**src/rtl/everloop_pkg.sv**
```systemverilog
// Shared types and defaults for the everloop WS2812/SK6812 serializer.
package everloop_pkg;

    typedef enum logic [1:0] {
        ST_IDLE  = 2'd0,
        ST_FETCH = 2'd1,
        ST_SEND  = 2'd2,
        ST_LATCH = 2'd3
    } state_t;

    // Default timing at 150 MHz: 1.25 us bit, 0.35/0.70 us high times, 80 us latch.
    localparam int DEF_N_LEDS        = 35;
    localparam int DEF_BYTES_PER_LED = 4;
    localparam int DEF_ADR_WIDTH     = 11;
    localparam int DEF_TBIT_CYC      = 188;
    localparam int DEF_T0H_CYC       = 53;
    localparam int DEF_T1H_CYC       = 105;
    localparam int DEF_TRESET_CYC    = 12000;

    // Index of the bit within a byte, 7 down to 0.
    localparam int BIT_IDX_W = 3;

    // Width of a counter that runs 0..n-1 (at least one bit).
    function automatic int cnt_width(input int n);
        return (n < 2) ? 1 : $clog2(n);
    endfunction

endpackage

```
**src/rtl/everloop_ws_serializer_bit_gen.sv**
```systemverilog
// Single NRZ bit period generator: one high/low waveform per start strobe.
module ws_bit_gen
    import everloop_pkg::*;
#(
    parameter int TBIT_CYC = DEF_TBIT_CYC,
    parameter int T0H_CYC  = DEF_T0H_CYC,
    parameter int T1H_CYC  = DEF_T1H_CYC
) (
    input  logic clk,
    input  logic reset,
    input  logic start,
    input  logic bit_val,
    output logic bit_done,
    output logic led
);

    localparam int CW = cnt_width(TBIT_CYC);
    localparam logic [CW-1:0] CNT_LAST = CW'(TBIT_CYC - 1);
    localparam logic [CW-1:0] T0H_L    = CW'(T0H_CYC);
    localparam logic [CW-1:0] T1H_L    = CW'(T1H_CYC);

    logic [CW-1:0] cnt_q, cnt_d;
    logic          active_q, active_d;
    logic          led_q, led_d;

    // Counts through one bit period; a start on the final count chains the next bit with no gap.
    always_comb begin
        cnt_d    = cnt_q;
        active_d = active_q;
        led_d    = 1'b0;
        bit_done = 1'b0;
        if (active_q) begin
            led_d = (cnt_q < (bit_val ? T1H_L : T0H_L));
            if (cnt_q == CNT_LAST) begin
                bit_done = 1'b1;
                active_d = 1'b0;
                cnt_d    = '0;
            end else begin
                cnt_d = cnt_q + CW'(1);
            end
        end
        if (start) begin
            active_d = 1'b1;
            cnt_d    = '0;
        end
    end

    // Counter and registered line output; reset forces the line low immediately.
    always_ff @(posedge clk or posedge reset) begin
        if (reset) begin
            cnt_q    <= '0;
            active_q <= 1'b0;
            led_q    <= 1'b0;
        end else begin
            cnt_q    <= cnt_d;
            active_q <= active_d;
            led_q    <= led_d;
        end
    end

    assign led = led_q;

endmodule

```
**src/rtl/everloop_ws_serializer.sv**
```systemverilog
// Everloop LED ring refresher: reads LED bytes from the RAM read port and streams them as WS2812 NRZ.
module everloop_ws_serializer
    import everloop_pkg::*;
#(
    parameter int N_LEDS        = DEF_N_LEDS,
    parameter int BYTES_PER_LED = DEF_BYTES_PER_LED,
    parameter int ADR_WIDTH     = DEF_ADR_WIDTH,
    parameter int TBIT_CYC      = DEF_TBIT_CYC,
    parameter int T0H_CYC       = DEF_T0H_CYC,
    parameter int T1H_CYC       = DEF_T1H_CYC,
    parameter int TRESET_CYC    = DEF_TRESET_CYC
) (
    input  logic                 clk,
    input  logic                 reset,
    input  logic                 enable,
    output logic [ADR_WIDTH-1:0] ram_adr,
    input  logic [7:0]           ram_dat,
    output logic                 led_ctl,
    output logic                 busy,
    output logic                 frame_done
);

    localparam int N_BYTES = N_LEDS * BYTES_PER_LED;
    localparam int LW      = cnt_width(TRESET_CYC);
    localparam logic [LW-1:0]        LATCH_LAST = LW'(TRESET_CYC - 1);
    // During byte b the address already points at b+1, so this value marks the final byte.
    localparam logic [ADR_WIDTH-1:0] LAST_ADR   = ADR_WIDTH'(N_BYTES);

    if (!((0 < T0H_CYC) && (T0H_CYC < T1H_CYC) && (T1H_CYC < TBIT_CYC))) begin : g_bad_timing
        $error("everloop_ws_serializer: need 0 < T0H_CYC < T1H_CYC < TBIT_CYC");
    end
    if (N_BYTES > (1 << ADR_WIDTH)) begin : g_bad_size
        $error("everloop_ws_serializer: LED bytes do not fit the RAM address space");
    end

    state_t                 state_q, state_d;
    logic                   fetch_phase_q, fetch_phase_d;
    logic [7:0]             shreg_q, shreg_d;
    logic [BIT_IDX_W-1:0]   bit_idx_q, bit_idx_d;
    logic [ADR_WIDTH-1:0]   ram_adr_q, ram_adr_d;
    logic [LW-1:0]          latch_cnt_q, latch_cnt_d;
    logic                   bit_start;
    logic                   bit_done;

    ws_bit_gen #(
        .TBIT_CYC (TBIT_CYC),
        .T0H_CYC  (T0H_CYC),
        .T1H_CYC  (T1H_CYC)
    ) u_bit_gen (
        .clk      (clk),
        .reset    (reset),
        .start    (bit_start),
        .bit_val  (shreg_q[7]),
        .bit_done (bit_done),
        .led      (led_ctl)
    );

    // Frame sequencing: fetch byte 0, shift bits MSB first, reload from the prefetched address, then latch.
    always_comb begin
        state_d       = state_q;
        fetch_phase_d = fetch_phase_q;
        shreg_d       = shreg_q;
        bit_idx_d     = bit_idx_q;
        ram_adr_d     = ram_adr_q;
        latch_cnt_d   = latch_cnt_q;
        bit_start     = 1'b0;
        case (state_q)
            ST_IDLE: begin
                ram_adr_d = '0;
                if (enable) begin
                    state_d       = ST_FETCH;
                    fetch_phase_d = 1'b0;
                end
            end
            ST_FETCH: begin
                if (!fetch_phase_q) begin
                    fetch_phase_d = 1'b1;
                end else begin
                    fetch_phase_d = 1'b0;
                    shreg_d       = ram_dat;
                    bit_idx_d     = 3'd7;
                    ram_adr_d     = ram_adr_q + ADR_WIDTH'(1);
                    bit_start     = 1'b1;
                    state_d       = ST_SEND;
                end
            end
            ST_SEND: begin
                if (bit_done) begin
                    if (bit_idx_q != 3'd0) begin
                        shreg_d   = {shreg_q[6:0], 1'b0};
                        bit_idx_d = bit_idx_q - 3'd1;
                        bit_start = 1'b1;
                    end else if (ram_adr_q != LAST_ADR) begin
                        shreg_d   = ram_dat;
                        bit_idx_d = 3'd7;
                        ram_adr_d = ram_adr_q + ADR_WIDTH'(1);
                        bit_start = 1'b1;
                    end else begin
                        state_d     = ST_LATCH;
                        latch_cnt_d = '0;
                    end
                end
            end
            ST_LATCH: begin
                if (latch_cnt_q == LATCH_LAST) begin
                    latch_cnt_d = '0;
                    ram_adr_d   = '0;
                    state_d     = enable ? ST_FETCH : ST_IDLE;
                end else begin
                    latch_cnt_d = latch_cnt_q + LW'(1);
                end
            end
            default: begin
                state_d = ST_IDLE;
            end
        endcase
    end

    // State, shift register, address and latch counter registers.
    always_ff @(posedge clk or posedge reset) begin
        if (reset) begin
            state_q       <= ST_IDLE;
            fetch_phase_q <= 1'b0;
            shreg_q       <= '0;
            bit_idx_q     <= '0;
            ram_adr_q     <= '0;
            latch_cnt_q   <= '0;
        end else begin
            state_q       <= state_d;
            fetch_phase_q <= fetch_phase_d;
            shreg_q       <= shreg_d;
            bit_idx_q     <= bit_idx_d;
            ram_adr_q     <= ram_adr_d;
            latch_cnt_q   <= latch_cnt_d;
        end
    end

    assign ram_adr    = ram_adr_q;
    assign busy       = (state_q != ST_IDLE);
    assign frame_done = (state_q == ST_LATCH) && (latch_cnt_q == LATCH_LAST);

endmodule

```
**config.mk**
```make
export PLATFORM = sky130hd
export DESIGN_NAME = everloop_ws_serializer
export DESIGN_NICKNAME = d
export VERILOG_FILES = /design/src/rtl/everloop_pkg.sv /design/src/rtl/everloop_ws_serializer_bit_gen.sv /design/src/rtl/everloop_ws_serializer.sv
export SDC_FILE = /design/constraint.sdc
export NUM_CORES = 1
export LEC_CHECK = 0
export BUFFER_PORTS_ARGS = -buffer_cell sky130_fd_sc_hd__buf_4
export CAP_MARGIN = 15
export CORE_MARGIN = 1.5
export CORE_UTILIZATION = 35
export CTS_CLUSTER_DIAMETER = 50
export DETAILED_ROUTE_END_ITERATION = 8
export PLACE_DENSITY_LB_ADDON = 0.15
export RECOVER_POWER = 25
export SYNTH_ARGS = -nofsm -noshare
export SYNTH_HDL_FRONTEND = slang
export SYNTH_SLANG_ARGS = --single-unit
```
**constraint.sdc**
```tcl
create_clock -name clk -period 6.2 [get_ports clk]
set_clock_uncertainty 0.1 [all_clocks]
set_input_delay 1.24 -clock clk [delete_from_list [all_inputs] [get_ports clk]]
set_output_delay 1.24 -clock clk [all_outputs]
set_load 0.01 [all_outputs]
```
==> results.cfg, run 1 <==
[status]
status = finished with violations
violations = capacitance limit, slew limit

[min_path]
hp-class = register to register
hold_path_startpoint = bit_idx_q[0]

[pwr]
ir_drop_mv = 0.256
power_per_cell_area_mw_per_mm2 = 406
p_leak_nw = 1.56

[drt]
drt_iter0_drc = 113
routed_wirelength_mm = 6.82
via_per_inst = 5.47
drt-wirelength-per-cell_um = 15.2
num_vias = 2455
drc = 0
drtPass1Iterations = 4
drtAntennaViolNets = 0

[clock_network]
cts_max_path_buffers = 2
root_buffer = clkbuf_8
cts_tree = done
numCtsBuffers = 5
cts_hold_buffers = 0
clk_latency_ns = 0.30
cts-resized-gates = 0
post_cts_buffers = 0
htreeDepth = 2
clk_pin_slew_worst_paths_ns = 0.09
cts_num_sinks = 49

[layout]
nets = 366
seq_area_mm2 = 0.00123
final_common_cell = dfrtp_1
multi_input_area_mm2 = 0.00172
synthToLayoutAreaGrowth_pct = 12.6
drive_gt1_frac = 0.179
layout_common_cells = dfrtp_1 (49), nand2_1 (23), buf_4 (23)
fillers = 877
insertedDiodeCount = 0

[global_routing]
overflow = 0
grt_pass1_vias = 2444
grt_max_degree = 50
grt_pass1_wl_mm = 11.9
gr-usage-all-layers = 0.154
antenna_found_initial = 0

[synthesis]
ys_seq_area_frac = 0.398
synth_area_leaders = dfrtp_1 (40%), ha_1 (6.1%), nand3_1 (3.4%), o21ai_0 (3.1%), nand2_1 (2.8%)
ys_types = 59
syn-cell-area_mm2 = 0.00308
syn-instance-count = 317
ys_ff_latch = 49
synthFlopType = dfrtp_1
synth-async-reset-ratio = 1.00
synth.top_cell.area_share = 0.398
synth_area_leader_cell = dfrtp_1
syn_nets = 343
synth_enable_flop_cells = 0
syn_area_per_cell_um2 = 9.71
ys_warn_count = 0

[timing]
finalSetupViolCount = 0
fmax_mhz = 279
hold_viol = 0
tns_ns = 0
max-slew-margin-rel = -0.805
report.final.slew_viol_count = 50
rsz0062_at_grt = false
period_needed_ns = 3.58
setup_ws_ns = 2.62
post-route-period-util = 0.578
tightest_slew_ns = 2.71

[critical_path]
worst-setup-path-type = input port to asynchronous set/reset pin
critPathLaunch = reset
crit_path_end_kind = asynchronous set/reset pin
arrival_ns = 3.32
worst_setup_path_start_kind = input port
cp.required_ns = 5.94
reg2reg_from = ram_adr[0]
crit_fanout = 49

[placement]
io_buffers = 24
place_ws_ns = 3.42
dp_hpwl_mm = 4.67
gp_congestion = 0.827

[floorplanning]
dieArea_mm2 = 0.00937
die_h_um = 96.8
chipWidth_um = 96.8
start_util = 0.356
core-area_mm2 = 0.00864
fp-row-count = 34
pin_count = 25

[run]
maxCapViolations = 1
-- final timing paths --
| path | to | slack (ns) | cells after the start |
|---|---|---|---|
| worst max-delay path | ram_adr[3] | 2.62 | 3 |
| worst min-delay path | bit_idx_q[0] | 0.38 | 1 |
| worst max register to register | latch_cnt_q[3] | 3.38 | 7 |
| worst min register to register | bit_idx_q[0] | 0.38 | 1 |
| max in group clk | frame_done | 3.10 | 5 |
| min in group asynchronous | latch_cnt_q[8] | 1.86 | 3 |
-- Yosys cell counts (3+ instances only) --
cell type	instances
dfrtp_1	49
nand2_1	23
inv_1	21
nand3_1	21
o21ai_0	19
ha_1	15
nor2_1	15
and2_1	8
o211ai_1	8
mux2_2	7
nand2b_1	7
nor3_1	7
and3_1	6
a22o_1	5
a31oi_1	5
and4_1	5
clkbuf_1	5
mux2_4	5
mux2i_1	5
nand3b_1	5
nand4_1	5
o31ai_1	5
a21oi_1	4
a32oi_1	4
xor2_1	4
a211o_1	3
a2bb2oi_1	3
nor2b_1	3
o21a_1	3
o21ai_2	3
or2_2	3
-- report_power, final --
group,internal (mW),switching [mW]
clock network,0.132,0.110
registers,0.406,0.0836
logic,0.292,0.384
-- kinds of logic (layout without fill, tap and decap cells) --
| family | Yosys count | in the layout | synth area share |
|---|---|---|---|
| and+or+nand+nor | 122 | 122 | 0.231 |
| DFF | 49 | 49 | 0.398 |
| adders and majority gates | 15 | 15 | 0.0610 |
| AOI/OAI and AO/OA | 78 | 78 | 0.186 |
| muxes | 18 | 18 | 0.0699 |
| buffers and inverters | 31 | 55 | 0.0423 |
| xor gates and xnor gates | 4 | 4 | 0.0114 |
-- worst max-delay path, cell delays in order --
cell and delay (ns):
clkbuf_4 0.11, inv_1 0.04, clkbuf_1 1.91
-- sequential cells by signal, indices dropped and copies added (netlist names) --
signal              flops
shreg_q                 8
u_bit_gen.active_q      1
ram_adr                11
latch_cnt_q            14
bit_idx_q               3
u_bit_gen.led           1
u_bit_gen.cnt_q         8
fetch_phase_q           1
state_q                 2
-- through the flow --
stage          hold slack, ns  instances  cell area [um^2]   util  total power, mW
2_1_floorplan           0.351        317              3080      -             1.01
3_3_place_gp            0.361        441              3360  0.389             1.18
3_5_place_dp            0.373        441              3360  0.389             1.18
4_1_cts                 0.386        449              3470  0.402             1.43
5_1_grt                 0.419        449              3470  0.401             1.53
6_report                0.378        449              3470  0.401             1.41
-- layer usage --
layer / GRT usage / share of wire / vias up
met2: 0.236 / 0.45 / 31
met5: 0 / 0 / -
met4: 0.0424 / 0.012 / 0
met1: 0.220 / 0.51 / 1189
met3: 0.0303 / 0.027 / 8
li1: - / - / 1227
-- cell type report --
class                           instances  share of cell area
Multi-Input combinational cell        237               0.497
Sequential cell                        49               0.354
Timing Repair Buffer                   26              0.0542
Tap cell                              108              0.0390
Clock buffer                            7              0.0249
Inverter                               21              0.0227
Clock inverter                          1             0.00866
Note: power is estimated with default switching activity, not from simulation.
==> run 2, diff against run 1 <==
clock period = 3.1 ns   (was 6.2 ns; I/O delays follow)
==> run 2 against run 1 <==
Against the previous run:
- the run now ends clean
- non-clock buffer count grew 8
- critical path type is now register to register
- combinational power grew 110%
- clock power grew 71%
==> results.cfg, run 2 (same netlist as run 1, synthesis figures left out) <==
[global_routing]
grt_pass1_wl_mm = 12.2
antenna_found_initial = 0
gr-usage-all-layers = 0.157
grt_max_degree = 22
grt_pass1_vias = 2508
overflow = 0

[clock_network]
cts-resized-gates = 0
numCtsBuffers = 5
htreeDepth = 2
clk_latency_ns = 0.31
clk_pin_slew_worst_paths_ns = 0.10
cts_tree = done
root_buffer = clkbuf_8
cts_num_sinks = 49
cts_hold_buffers = 0
post_cts_buffers = 0
cts_max_path_buffers = 2

[timing]
report.final.slew_viol_count = 0
hold_viol = 0
rsz0062_at_grt = false
finalSetupViolCount = 0
tns_ns = 0
period_needed_ns = 2.65
setup_ws_ns = 0.445
post-route-period-util = 0.856
fmax_mhz = 377
max-slew-margin-rel = 0.414
tightest_slew_ns = 0.880

[floorplanning]
core-area_mm2 = 0.00864
dieArea_mm2 = 0.00937
fp-row-count = 34
pin_count = 25
die_h_um = 96.8
chipWidth_um = 96.8
start_util = 0.356

[pwr]
ir_drop_mv = 0.460
p_leak_nw = 1.60
power_per_cell_area_mw_per_mm2 = 801

[critical_path]
reg2reg_from = ram_adr[0]
worstRegToRegCells = 7
crit_chain = inv_1 -> ha_1 -> or4b_4 -> or3_4 -> o21ai_2 -> a21o_2 -> mux2_2
r2r_slack_ns = 0.45
crit_fanout = 11
worst-setup-path-type = register to register
critical_path.max_stage_delay_ns = 0.48
worst_setup_path_start_kind = register
timing.rr.end = shreg_q[2]
crit_slowest_cell = or4b_4
cp.required_ns = 3.20
crit_path_end_kind = register
arrival_ns = 2.76

[layout]
fin_area_mm2 = 0.00351
layout_common_cells = dfrtp_1 (49), buf_4 (32), nand2_1 (23)
insertedDiodeCount = 0
drive_gt1_frac = 0.203
synthToLayoutAreaGrowth_pct = 14.0
nets = 374
final_common_cell = dfrtp_1
top_register = latch_cnt_q
largest_reg_flops = 14

[drt]
routed_wirelength_mm = 6.95
drtAntennaViolNets = 0
drt_iter0_drc = 72
drc = 0
num_vias = 2444
via_per_inst = 5.35
drtPass1Iterations = 4
drt-wirelength-per-cell_um = 15.2

[placement]
io_buffers = 24
gp_congestion = 0.780
place_ws_ns = 0.451
postPlaceCellArea_mm2 = 0.00342
dp_hpwl_mm = 4.95

[min_path]
hp-class = input port to asynchronous set/reset pin

[run]
maxCapViolations = 0

[status]
status = complete, no violations
-- run 2: cell types whose count changed in the layout (fill, tap and decap cells not counted), sizes merged --
| cell | delta |
|---|---|
| buf | +9 |
| clkbuf | -2 |
| clkinv | +2 |
| bufinv | -1 |
-- run 2: layer usage --
metal  track usage  wire, um  vias up
met2         0.258      3210       35
met5             0         0        -
li1              -         -     1238
met1         0.215      3490     1166
met4        0.0401        67        0
met3        0.0253       187        5
-- run 2: worst max-delay path by stage --
stage,from,endpoint,cells after the start
floorplan,ram_adr[0],shreg_q[1],8
global placement,ram_adr[0],shreg_q[2],7
detailed placement,ram_adr[0],shreg_q[2],7
CTS,ram_adr[0],shreg_q[2],7
global route,u_bit_gen.cnt_q[0],ram_adr[10],7
finish,ram_adr[0],shreg_q[2],7
-- run 2: critical path, delay by kind of cell, from the launching register on --
kind,cells,cell delay [ns]
AO/OA/AOI/OAI,2,0.50
adder cells (fa/ha/maj),1,0.15
buffers and inverters,1,0.11
flip-flops,1,0.43
multiplexers,1,0.37
AND/OR/NAND/NOR,2,0.90
-- run 2: cell type report --
type | count | area, um^2
Timing Repair Buffer | 34 | 251
Inverter | 21 | 78.8
Sequential cell | 49 | 1230
Clock inverter | 2 | 13.8
Tap cell | 108 | 135
Multi-Input combinational cell | 237 | 1720
Clock buffer | 6 | 82.6
Fill cell | 873 | 5130
-- run 2: power breakdown --
| group | internal, mW | switching, mW | leakage, nW |
|---|---|---|---|
| registers | 0.813 | 0.168 | 0.624 |
| clock network | 0.182 | 0.232 | 0.0512 |
| logic | 0.637 | 0.779 | 0.921 |
| total | 1.63 | 1.18 | 1.60 |
-- run 2: stage by stage --
step	cells	total power [mW]	util	hold slack, ns
6_report	457	2.81	0.406	0.265
3_5_place_dp	449	2.42	0.396	0.367
3_3_place_gp	449	2.41	0.396	0.363
4_1_cts	457	2.85	0.407	0.168
5_1_grt	457	3.07	0.406	0.342
2_1_floorplan	317	2.03	-	0.351
==> run 3, diff against run 2 <==
--- a/config.mk
+++ b/config.mk
@@ -10,3 +10,3 @@
 export CORE_MARGIN = 1.5
-export CORE_UTILIZATION = 35
+export CORE_UTILIZATION = 30
 export CTS_CLUSTER_DIAMETER = 50
--- a/constraint.sdc
+++ b/constraint.sdc
@@ -4,2 +4,2 @@
 set_output_delay 0.62 -clock clk [all_outputs]
-set_load 0.01 [all_outputs]
+set_load 0.005 [all_outputs]
==> run 3 against run 2 <==
Against the previous run:
- routed wire length rose by 5.1%
- total power fell by 0.25%
- non-clock buffer count shrank 1
- sequential share of layout area fell by 0.30 points
- core utilization decreased by 4.8 points
- fmax down 0.56%
==> results.cfg, run 3 (same netlist as run 1, synthesis figures left out) <==
[status]
status = complete, no violations

[layout]
nets = 373
final_common_cell = dfrtp_1
insertedDiodeCount = 0
layout_common_cells = dfrtp_1 (49), buf_4 (31), nand2_1 (23)
top_register = latch_cnt_q
seq_area_mm2 = 0.00123
drive_gt1_frac = 0.199
fillers = 1034
largest_reg_flops = 14
multi_input_area_mm2 = 0.00172
synthToLayoutAreaGrowth_pct = 15.0

[drt]
via_per_inst = 5.19
drtAntennaViolNets = 0
drt_iter0_drc = 115
routed_wirelength_mm = 7.31
num_vias = 2492
drt-wirelength-per-cell_um = 15.2
drc = 0
drtPass1Iterations = 4

[pwr]
power_per_cell_area_mw_per_mm2 = 792
ir_drop_mv = 0.479
p_leak_nw = 1.59

[floorplanning]
dieArea_mm2 = 0.0109
core-area_mm2 = 0.00986
fp-row-count = 36
start_util = 0.312
chipWidth_um = 104
die_h_um = 104
pin_count = 25

[clock_network]
cts-resized-gates = 0
cts_tree = done
htreeDepth = 2
cts_num_sinks = 49
cts_hold_buffers = 0
root_buffer = clkbuf_8
numCtsBuffers = 5
clk_pin_slew_worst_paths_ns = 0.09
clk_latency_ns = 0.31
post_cts_buffers = 0
cts_max_path_buffers = 2

[global_routing]
grt_pass1_vias = 2465
grt_max_degree = 27
gr-usage-all-layers = 0.139
overflow = 0
grt_pass1_wl_mm = 12.5
antenna_found_initial = 0

[critical_path]
crit_chain = inv_1 -> ha_1 -> or4b_4 -> or3_4 -> o21ai_2 -> a21o_2 -> mux2_2
cpLargestDelayFamily = simple AND/OR/NAND/NOR gates
worst_setup_path_start_kind = register
r2r_slack_ns = 0.43
worst-setup-path-type = register to register
crit_buf_inv = 1
crit_fanout = 11
critical_path.max_stage_delay_ns = 0.48
cp.required_ns = 3.20
crit_path_end_kind = register
crit_slowest_cell = or4b_4
arrival_ns = 2.77

[run]
maxCapViolations = 0

[timing]
period_needed_ns = 2.67
post-route-period-util = 0.861
rsz0062_at_grt = false
report.final.slew_viol_count = 0
finalSetupViolCount = 0
max-slew-margin-rel = 0.309
tightest_slew_ns = 1.04
tns_ns = 0
hold_viol = 0
fin_hold_ws_ns = 0.378
fmax_mhz = 375

[min_path]
hp-class = register to register

[placement]
dp_hpwl_mm = 5.18
io_buffers = 24
gp_congestion = 0.792
## run 3: changes by cell type in the layout (fill, tap and decap cells not counted)
cell,before,now
buf_12,0,1
buf_4,32,31
clkinv_4,1,0
clkinv_2,1,0
## run 3: worst reg2reg max path: stages (launching register included)
cell and delay [ns]:
dfrtp_1 0.43, inv_1 0.11, ha_1 0.15, or4b_4 0.48, or3_4 0.42, o21ai_2 0.16
a21o_2 0.34, mux2_2 0.37
## run 3: area by class of cell
| class | instances | area share |
|---|---|---|
| Multi-Input combinational cell | 237 | 0.486 |
| Sequential cell | 49 | 0.346 |
| Timing Repair Buffer | 33 | 0.0735 |
| Tap cell | 133 | 0.0470 |
| Clock buffer | 7 | 0.0244 |
| Inverter | 21 | 0.0223 |
## run 3: power by group
part	internal, mW	switching (mW)
registers	0.813	0.171
logic	0.633	0.786
clock network	0.178	0.223
## run 3: stage by stage
step	std cells	setup WS (ns)	utilization	power [mW]	area, um^2
after global placement	473	0.469	0.350	2.40	3450
after global routing	480	0.259	0.359	3.05	3540
after CTS	480	0.411	0.359	2.84	3540
after floorplan	317	0.648	-	2.01	3080
after detailed placement	473	0.437	0.350	2.42	3450
final	480	0.430	0.359	2.80	3540
## run 3: final timing paths
| path | end | cells past startpoint | startpoint |
|---|---|---|---|
| worst max-delay path | shreg_q[2] | 7 | ram_adr[0] |
| worst min-delay path | bit_idx_q[0] | 1 | bit_idx_q[0] |
| worst max register to register | shreg_q[2] | 7 | ram_adr[0] |
| worst min register to register | bit_idx_q[0] | 1 | bit_idx_q[0] |
| max in group asynchronous | shreg_q[3] | 3 | reset |
| min in group asynchronous | ram_adr[1] | 2 | reset |
## run 3: per-layer routing
metal | up-vias | part of all wire | GRT usage
met4 | 0 | 0.0068 | 0.0357
li1 | 1232 | - | -
met1 | 1231 | 0.52 | 0.195
met3 | 4 | 0.021 | 0.0213
met5 | - | 0 | 0
met2 | 25 | 0.45 | 0.223
